<file path="src/rtl/restoring_divider.sv">
// Sequential signed divider: 32-bit dividend / 16-bit divisor -> 16-bit
// quotient (truncated toward zero) and 16-bit remainder (sign of dividend).
// Radix-2 restoring iteration on magnitudes, one quotient bit per cycle,
// with a start/done pulse handshake matching the Karatsuba multiplier.
module restoring_divider (
    input  logic        clk,
    input  logic        reset,
    input  logic        start,
    input  logic [31:0] dividend,
    input  logic [15:0] divisor,
    output logic [15:0] quotient,
    output logic [15:0] remainder,
    output logic        done,
    output logic        div_by_zero,
    output logic        overflow
);

    typedef enum logic [1:0] {
        IDLE,
        BUSY,
        FINISH
    } state_t;

    state_t      r_state;
    state_t      w_next;

    // Working registers for the operation in flight
    logic [31:0] r_wq;        // shifts out dividend bits, shifts in quotient bits
    logic [15:0] r_dvs;       // divisor magnitude (0x8000 represents 32768)
    logic [16:0] r_prem;      // partial remainder
    logic [5:0]  r_cnt;       // iteration counter
    logic        r_qsign;
    logic        r_rsign;
    logic [15:0] r_dvd_lo;    // raw dividend low half, reported on divide by zero

    // Magnitudes: the two's-complement negate read as unsigned is exact even
    // for -2^31 and -32768, so no extra sign bit needs to be carried.
    logic [31:0] w_dvd_mag;
    logic [15:0] w_dvs_mag;

    // One restoring step
    logic [16:0] w_shift;
    logic [17:0] w_trial;

    // Result shaping
    logic        w_ovf;
    logic        w_dz;

    // Operand magnitudes for the accepting edge
    always_comb begin
        w_dvd_mag = dividend[31] ? (32'd0 - dividend) : dividend;
        w_dvs_mag = divisor[15]  ? (16'd0 - divisor)  : divisor;
    end

    // Shift the next dividend bit into the partial remainder and trial-subtract
    always_comb begin
        w_shift = {r_prem[15:0], r_wq[31]};
        w_trial = {1'b0, w_shift} - {2'b00, r_dvs};
    end

    // Exception classification of the finished operation
    always_comb begin
        w_dz  = (r_dvs == 16'd0);
        w_ovf = r_qsign ? (r_wq > 32'd32768) : (r_wq > 32'd32767);
    end

    // State register
    always_ff @(posedge clk or posedge reset) begin
        if (reset) begin
            r_state <= IDLE;
        end else begin
            r_state <= w_next;
        end
    end

    // Next-state logic
    always_comb begin
        w_next = r_state;
        case (r_state)
            IDLE: begin
                if (start) begin
                    w_next = (divisor == 16'd0) ? FINISH : BUSY;
                end
            end
            BUSY: begin
                if (r_cnt == 6'd31) begin
                    w_next = FINISH;
                end
            end
            FINISH: begin
                w_next = IDLE;
            end
            default: begin
                w_next = IDLE;
            end
        endcase
    end

    // Operand capture in IDLE and one restoring iteration per BUSY cycle
    always_ff @(posedge clk or posedge reset) begin
        if (reset) begin
            r_wq     <= '0;
            r_dvs    <= '0;
            r_prem   <= '0;
            r_cnt    <= '0;
            r_qsign  <= 1'b0;
            r_rsign  <= 1'b0;
            r_dvd_lo <= '0;
        end else begin
            case (r_state)
                IDLE: begin
                    if (start) begin
                        r_wq     <= w_dvd_mag;
                        r_dvs    <= w_dvs_mag;
                        r_prem   <= '0;
                        r_cnt    <= '0;
                        r_qsign  <= dividend[31] ^ divisor[15];
                        r_rsign  <= dividend[31];
                        r_dvd_lo <= dividend[15:0];
                    end
                end
                BUSY: begin
                    if (w_trial[17]) begin
                        // Negative trial: restore (keep the shifted value), bit 0
                        r_prem <= w_shift;
                        r_wq   <= {r_wq[30:0], 1'b0};
                    end else begin
                        r_prem <= w_trial[16:0];
                        r_wq   <= {r_wq[30:0], 1'b1};
                    end
                    r_cnt <= r_cnt + 6'd1;
                end
                default: begin
                end
            endcase
        end
    end

    // Result registers and the one-cycle done pulse
    always_ff @(posedge clk or posedge reset) begin
        if (reset) begin
            quotient    <= '0;
            remainder   <= '0;
            done        <= 1'b0;
            div_by_zero <= 1'b0;
            overflow    <= 1'b0;
        end else begin
            done <= (r_state == FINISH);
            if (r_state == FINISH) begin
                if (w_dz) begin
                    div_by_zero <= 1'b1;
                    overflow    <= 1'b0;
                    quotient    <= '1;
                    remainder   <= r_dvd_lo;
                end else if (w_ovf) begin
                    div_by_zero <= 1'b0;
                    overflow    <= 1'b1;
                    quotient    <= r_qsign ? 16'h8000 : 16'h7FFF;
                    remainder   <= '0;
                end else begin
                    div_by_zero <= 1'b0;
                    overflow    <= 1'b0;
                    quotient    <= r_qsign ? (16'd0 - r_wq[15:0]) : r_wq[15:0];
                    remainder   <= r_rsign ? 16'(17'd0 - r_prem) : r_prem[15:0];
                end
            end
        end
    end

endmodule
</file>
<file path="config.mk">
export PLATFORM = sky130hd
export DESIGN_NAME = restoring_divider
export DESIGN_NICKNAME = d
export VERILOG_FILES = /design/src/rtl/restoring_divider.sv
export SDC_FILE = /design/constraint.sdc
export NUM_CORES = 1
export LEC_CHECK = 0
export BUFFER_PORTS_ARGS = -buffer_cell sky130_fd_sc_hd__buf_2
export CORE_MARGIN = 3
export CORE_UTILIZATION = 50
export DETAILED_ROUTE_END_ITERATION = 8
export PLACE_DENSITY = 0.67
export SYNTH_ARGS = -nofsm -noshare
export SYNTH_HDL_FRONTEND = slang
export SYNTH_SLANG_ARGS = --single-unit
</file>
<file path="constraint.sdc">
create_clock -name clk -period 3.8 [get_ports clk]
set_input_delay 0 -clock clk [delete_from_list [all_inputs] [get_ports clk]]
set_output_delay 0 -clock clk [all_outputs]
set_load 0.005 [all_outputs]
</file>
# --- Word-level counts from Yosys, hierarchy flattened ---
# Cells that the tools add are included.
word_totals:
  register_bits: 125
  elab_cells: 59
classes:
  add_sub_neg: 6
  n_lt_le_gt_ge: 2
  eq_ne: 5
  muxes: 25
  bitwise: 1
  reduce_logical: 7
ops:
  columns: ["cell", "n"]
  rows:
  - ["16-bit 2-to-1 mux", 10]
  - ["32-bit 2-to-1 mux", 2]
  - ["32-bit one-hot mux with 2 select lines", 1]
  - ["1-bit by 16-bit subtractor with 16-bit output, first input constant", 3]
  - ["32-bit by 15-bit > comparator with 1-bit output, second input constant", 1]
  - ["32-bit by 16-bit > comparator with 1-bit output, second input constant", 1]
  - ["16-bit logical NOT", 2]
  - ["16-bit one-hot mux with 2 select lines", 1]
  - ["1-bit by 32-bit subtractor with 32-bit output, first input constant", 1]
  - ["17-bit by 16-bit subtractor with 18-bit output", 1]
  - ["6-bit one-hot mux with 2 select lines", 1]
  - ["6-bit by 1-bit adder with 6-bit output, second input constant", 1]
  - ["6-bit by 5-bit equality test with 1-bit output, second input constant", 1]
  - ["2-bit 2-to-1 mux", 3]
  - ["6-bit 2-to-1 mux", 1]
  - ["2-bit AND reduction", 3]
  - ["1-bit 2-to-1 mux", 5]
  - ["2-bit != test, second input constant", 2]
  - ["2-bit one-hot mux with 2 select lines", 1]
  - ["2-bit by 1-bit equality test with 1-bit output, second input constant", 1]
  - ["2-bit equality test, second input constant", 1]
  - ["2-bit logical NOT", 1]
  - ["2-bit nonzero test", 1]
  - ["1-bit XOR", 1]

# --- Longest topological paths before layout ---
depth:
  word_depth: 4
  ltp_mapped: 11

# --- Least setup slack after synthesis ---
# OpenSTA, ideal clock, no wires.
synth_timing:
  path_type: "register to register"
  from: "register r_prem[8]"
  to: "register r_prem[2]"
  arrival_ns: 2.406
  setup_slack_ns: 1.279
  stages_incl_launch_ff: 11
  n_path_buf: 3
  synth_period_minus_slack_ns: 2.521
  cell_sequence: "dfrtp_1 -> ha_1 -> clkbuf_1 -> nand4_1 -> nor3_1 -> o21ai_0 -> a21oi_1 -> clkbuf_1 -> clkbuf_1 -> o2111ai_1 -> o311ai_0"
synth_via:
  elab_chain_cells: 3
synth_rtl:
  columns: ["item", "line_no", "source"]
  rows:
  - ["start: declaration", "30", "logic [16:0] r_prem;"]
  - ["start signal: assignment", "125", "r_prem <= w_shift;"]
  - ["start signal: assignment", "128", "r_prem <= w_trial[16:0];"]
  - ["17-bit by 16-bit subtractor with 18-bit output", "58", "w_trial = {1'b0, w_shift} - {2'b00, r_dvs};"]
  - ["16-bit 2-to-1 mux", "123", "if (w_trial[17]) begin"]
  - ["16-bit one-hot mux with 2 select lines", "110", "case (r_state)"]
# No other way between the ends.
# A chain may end at the register's enable or synchronous reset.

# --- Worst setup path after layout ---
layout_timing:
  from: "register r_prem[7]"
  to: "register r_prem[10]"
# Same word-level chain as after synthesis.

==> impl_results.md <==
* Result of the run: finished clean
* Root cell of the clock tree: sky130_fd_sc_hd__clkbuf_16
* Max-Cap Viols at 0
* Instance area at placement at 0.008438 mm²
* Inst Count DP at 1198
* DRC violations left at 0
* Number of warnings reported in the yosys synthesis log at 0
* Maximum clock frequency at 381.3 MHz
* Data arrival time of the critical path at 2.93 ns
* Non-filler instance count after layout at 1278
* Setup TNS after final layout at 0 ns
* Total Die Area at 0.01721 mm²
* Primary flip-flop cell chosen by synthesis mapping: sky130_fd_sc_hd__dfrtp_1
* Final routed wire length divided by cell count at 16.64 µm
* Via count of the first global-routing pass at 6938
* Number of clock buffers inserted by TritonCTS at 17
* H-tree level count at 4
* Seq/Total Area, Yosys at 39.92%
* Number of clock sinks at 125
* Setup slack after layout at 1.178 ns
* Crit Path Max Fanout at 22
* Critical path data required time at 4.10 ns
* Fraction of layout instances using a drive strength above 1 at 14.06%
* Mapped Area at 0.007835 mm²
* Initial detailed-routing violation count at 473
* Pre-CTS setup slack at 1.221 ns
* Initial core utilization at 51.35%
* Die X-Extent at 131.2 µm
* Placed wire-length estimate after detailed placement at 14.82 mm
* Final max-slew violation count at 0
* Layout Cell Area excl Fill at 0.009574 mm²
* Via-per-instance ratio at 5.737
* Async SR Flop Fraction at 100.0%
* Clock tree skew after final layout at 0.006582 ns
* Synthesized flop and latch total at 125
* Clock slew at the register clock pins of the worst setup and hold paths at 0.06 ns
* Gate count after technology mapping at 942
* Total via count in the routed design at 7332
* Port buffer count at 85
* Number of antenna violations at the first check in global routing at 0
* Number of nets in the synthesized netlist at 1015
* TritonCTS clock tree: built
* Setup repair after global routing missed its margin: no
* Number of enable-type register cells in the synthesized netlist at 0
* Std-Cell Rows at 45
* Average size of a mapped cell at 8.317 µm²
* Antenna cell count at 0
* Type of the most critical hold path: input port to flop
* Remaining global-route overflow at 0
* Unique cell type count in the Yosys netlist at 61
* Worst slew margin at 39.05%
* First-pass GRT wire length at 35.40 mm
* Power density of the placed cells at 832.2 mW/mm²
* Pwr Total at 7.967 mW
* Combined global-route utilization of all metal layers at 24.99%
* Placeable core region at 0.01526 mm²
* Io pins at 86
* GP Congestion at 0.9123
* Remaining antenna violation count at 0
* Area added between synthesis and finish at 22.20%
* Pin slew with the least headroom to its limit at 0.9086 ns
* Pre-Repair DR Iteration Count at 5
* Critical path launch point type: flop
* Largest net degree at the start of global routing at 70
* WHS at 0.07131 ns
* Final-report hold violation count at 0
* Min Tclk post-route at 2.622 ns
* Final setup violation count at 0
* Source-to-sink clock delay at the later pin of the worst-skew pair at 0.42 ns
* CTS max path bufs at 2
* Vertical die dimension at 131.2 µm
* Ratio of final minimum period to clock period at 69.01%
* Gates resized, CTS repair at 0
* Maximum ir drop on the vdd rail at 433.1 µV
* Type of the setup path with the least slack: flop to flop
* Leak at 4.234 nW
* Final standard cell utilization of the core at 62.75%
* Number of nets in the layout at 1127
* Routed WL at 21.27 mm
* Kind of capture point of the worst setup path: flop
[cells in the final DEF, fill, tap and decap left out, types with 14 or more instances in the layout]
cell	count
sky130_fd_sc_hd__a21oi_1	61
sky130_fd_sc_hd__buf_2	85
sky130_fd_sc_hd__buf_4	14
sky130_fd_sc_hd__clkbuf_16	17
sky130_fd_sc_hd__dfrtp_1	125
sky130_fd_sc_hd__dlygate4sd3_1	48
sky130_fd_sc_hd__ha_1	21
sky130_fd_sc_hd__inv_1	30
sky130_fd_sc_hd__nand2_1	160
sky130_fd_sc_hd__nand3_1	34
sky130_fd_sc_hd__nor2_1	55
sky130_fd_sc_hd__nor4_1	14
sky130_fd_sc_hd__o211ai_1	16
sky130_fd_sc_hd__o21ai_0	89
sky130_fd_sc_hd__o31ai_1	22
sky130_fd_sc_hd__or3_1	26
sky130_fd_sc_hd__xnor2_1	41
sky130_fd_sc_hd__xor2_1	39
[report_power, final]
part / total, mW / internal (mW) / switching (mW)
logic: 3.66 / 1.63 / 2.03
registers: 2.52 / 1.87 / 0.646
clock network: 1.79 / 1.18 / 0.609
total: 7.97 / 4.68 / 3.29
[registers in the layout (all words and copies together), names as in the netlist, 2 cells and up]
register and flops:
r_wq 32, quotient 16, r_dvd_lo 16, r_dvs 16
r_prem 16, remainder 16, r_cnt 6, r_state 2
[logic make-up (layout without fill, tap and decap cells)]
group | after synthesis | after routing | synth area share (%)
and+or+nand+nor | 356 | 356 | 21.32
AOI/OAI and AO/OA | 269 | 269 | 21.45
DFF | 125 | 125 | 39.92
buffers and inverters | 87 | 212 | 4.375
xor gates and xnor gates | 80 | 80 | 8.943
adders and majority gates | 22 | 22 | 3.609
muxes | 3 | 3 | 0.3833
[synthesized netlist by cell type, types with 5 or more instances]
| library cell | instances | area, µm² |
|---|---|---|
| sky130_fd_sc_hd__xnor2_1 | 41 | 359.1 |
| sky130_fd_sc_hd__nand2_1 | 160 | 600.6 |
| sky130_fd_sc_hd__ha_1 | 21 | 262.8 |
| sky130_fd_sc_hd__a21oi_1 | 61 | 305.3 |
| sky130_fd_sc_hd__xor2_1 | 39 | 341.6 |
| sky130_fd_sc_hd__nor3b_1 | 5 | 37.54 |
| sky130_fd_sc_hd__nor4_1 | 14 | 87.58 |
| sky130_fd_sc_hd__nand2b_1 | 13 | 81.33 |
| sky130_fd_sc_hd__or3_1 | 26 | 162.7 |
| sky130_fd_sc_hd__buf_1 | 5 | 18.77 |
| sky130_fd_sc_hd__o31ai_1 | 22 | 165.2 |
| sky130_fd_sc_hd__clkbuf_1 | 47 | 176.4 |
| sky130_fd_sc_hd__o211ai_1 | 16 | 120.1 |
| sky130_fd_sc_hd__a21o_1 | 6 | 45.04 |
| sky130_fd_sc_hd__o31a_1 | 5 | 43.79 |
| sky130_fd_sc_hd__dfrtp_1 | 125 | 3128 |
| sky130_fd_sc_hd__a211oi_1 | 5 | 37.54 |
| sky130_fd_sc_hd__a31oi_1 | 5 | 31.28 |
| sky130_fd_sc_hd__or4_1 | 11 | 82.58 |
| sky130_fd_sc_hd__o22ai_1 | 10 | 62.56 |
| sky130_fd_sc_hd__o41ai_1 | 11 | 96.34 |
| sky130_fd_sc_hd__o21ai_0 | 89 | 445.4 |
| sky130_fd_sc_hd__inv_1 | 31 | 116.4 |
| sky130_fd_sc_hd__nor3_1 | 10 | 50.05 |
| sky130_fd_sc_hd__a22oi_1 | 8 | 60.06 |
| sky130_fd_sc_hd__nor2_1 | 57 | 214.0 |
| sky130_fd_sc_hd__nand4_1 | 6 | 37.54 |
| sky130_fd_sc_hd__nand3_1 | 34 | 170.2 |
[path summary, 6_finish.rpt]
check / startpoint / endpoint / slack (ns) / cells after the start
worst max-delay path: r_prem[7] / r_prem[10] / 1.18 / 8
worst min-delay path: divisor[15] / r_dvs[15] / 0.07 / 4
worst max register to register: r_prem[7] / r_prem[10] / 1.18 / 8
worst min register to register: remainder[10] / remainder[10] / 0.48 / 2
max in group asynchronous: reset / r_wq[27] / 2.70 / 4
min in group asynchronous: reset / div_by_zero / 0.31 / 3
[critical path: stages, from the launching register on]
cell	delay, ns
sky130_fd_sc_hd__dfrtp_1	0.47
sky130_fd_sc_hd__ha_1	0.38
sky130_fd_sc_hd__a21oi_1	0.29
sky130_fd_sc_hd__o21ai_0	0.14
sky130_fd_sc_hd__a21oi_1	0.20
sky130_fd_sc_hd__a21oi_1	0.09
sky130_fd_sc_hd__buf_4	0.21
sky130_fd_sc_hd__or2_2	0.38
sky130_fd_sc_hd__a311o_1	0.33
[timing repair]
action,CTS,global route
endpoints found under the hold margin,122,0
buffers inserted,0,0
setup endpoints to repair,0,0
hold buffers,48,0
[cell type report]
type                       instances  area [µm²]
fill                            1333        5684
sequential                       125        3128
timing repair buffer             148        1031
tap                              211       264.0
clock buffer                      18       439.2
clock inverter                    14       216.5
inverter                          32       122.6
multi-input combinational        730        4373
[per-layer routing]
| layer | vias to the layer above | share of wire, % | global-route usage (%) |
|---|---|---|---|
| met5 | - | 0 | 0 |
| met4 | 0 | 1.8 | 7.993 |
| met3 | 39 | 5.9 | 4.288 |
| met2 | 240 | 45 | 38.82 |
| met1 | 3468 | 48 | 35.81 |
| li1 | 3585 | - | - |
(Power assumes the default switching activity.)
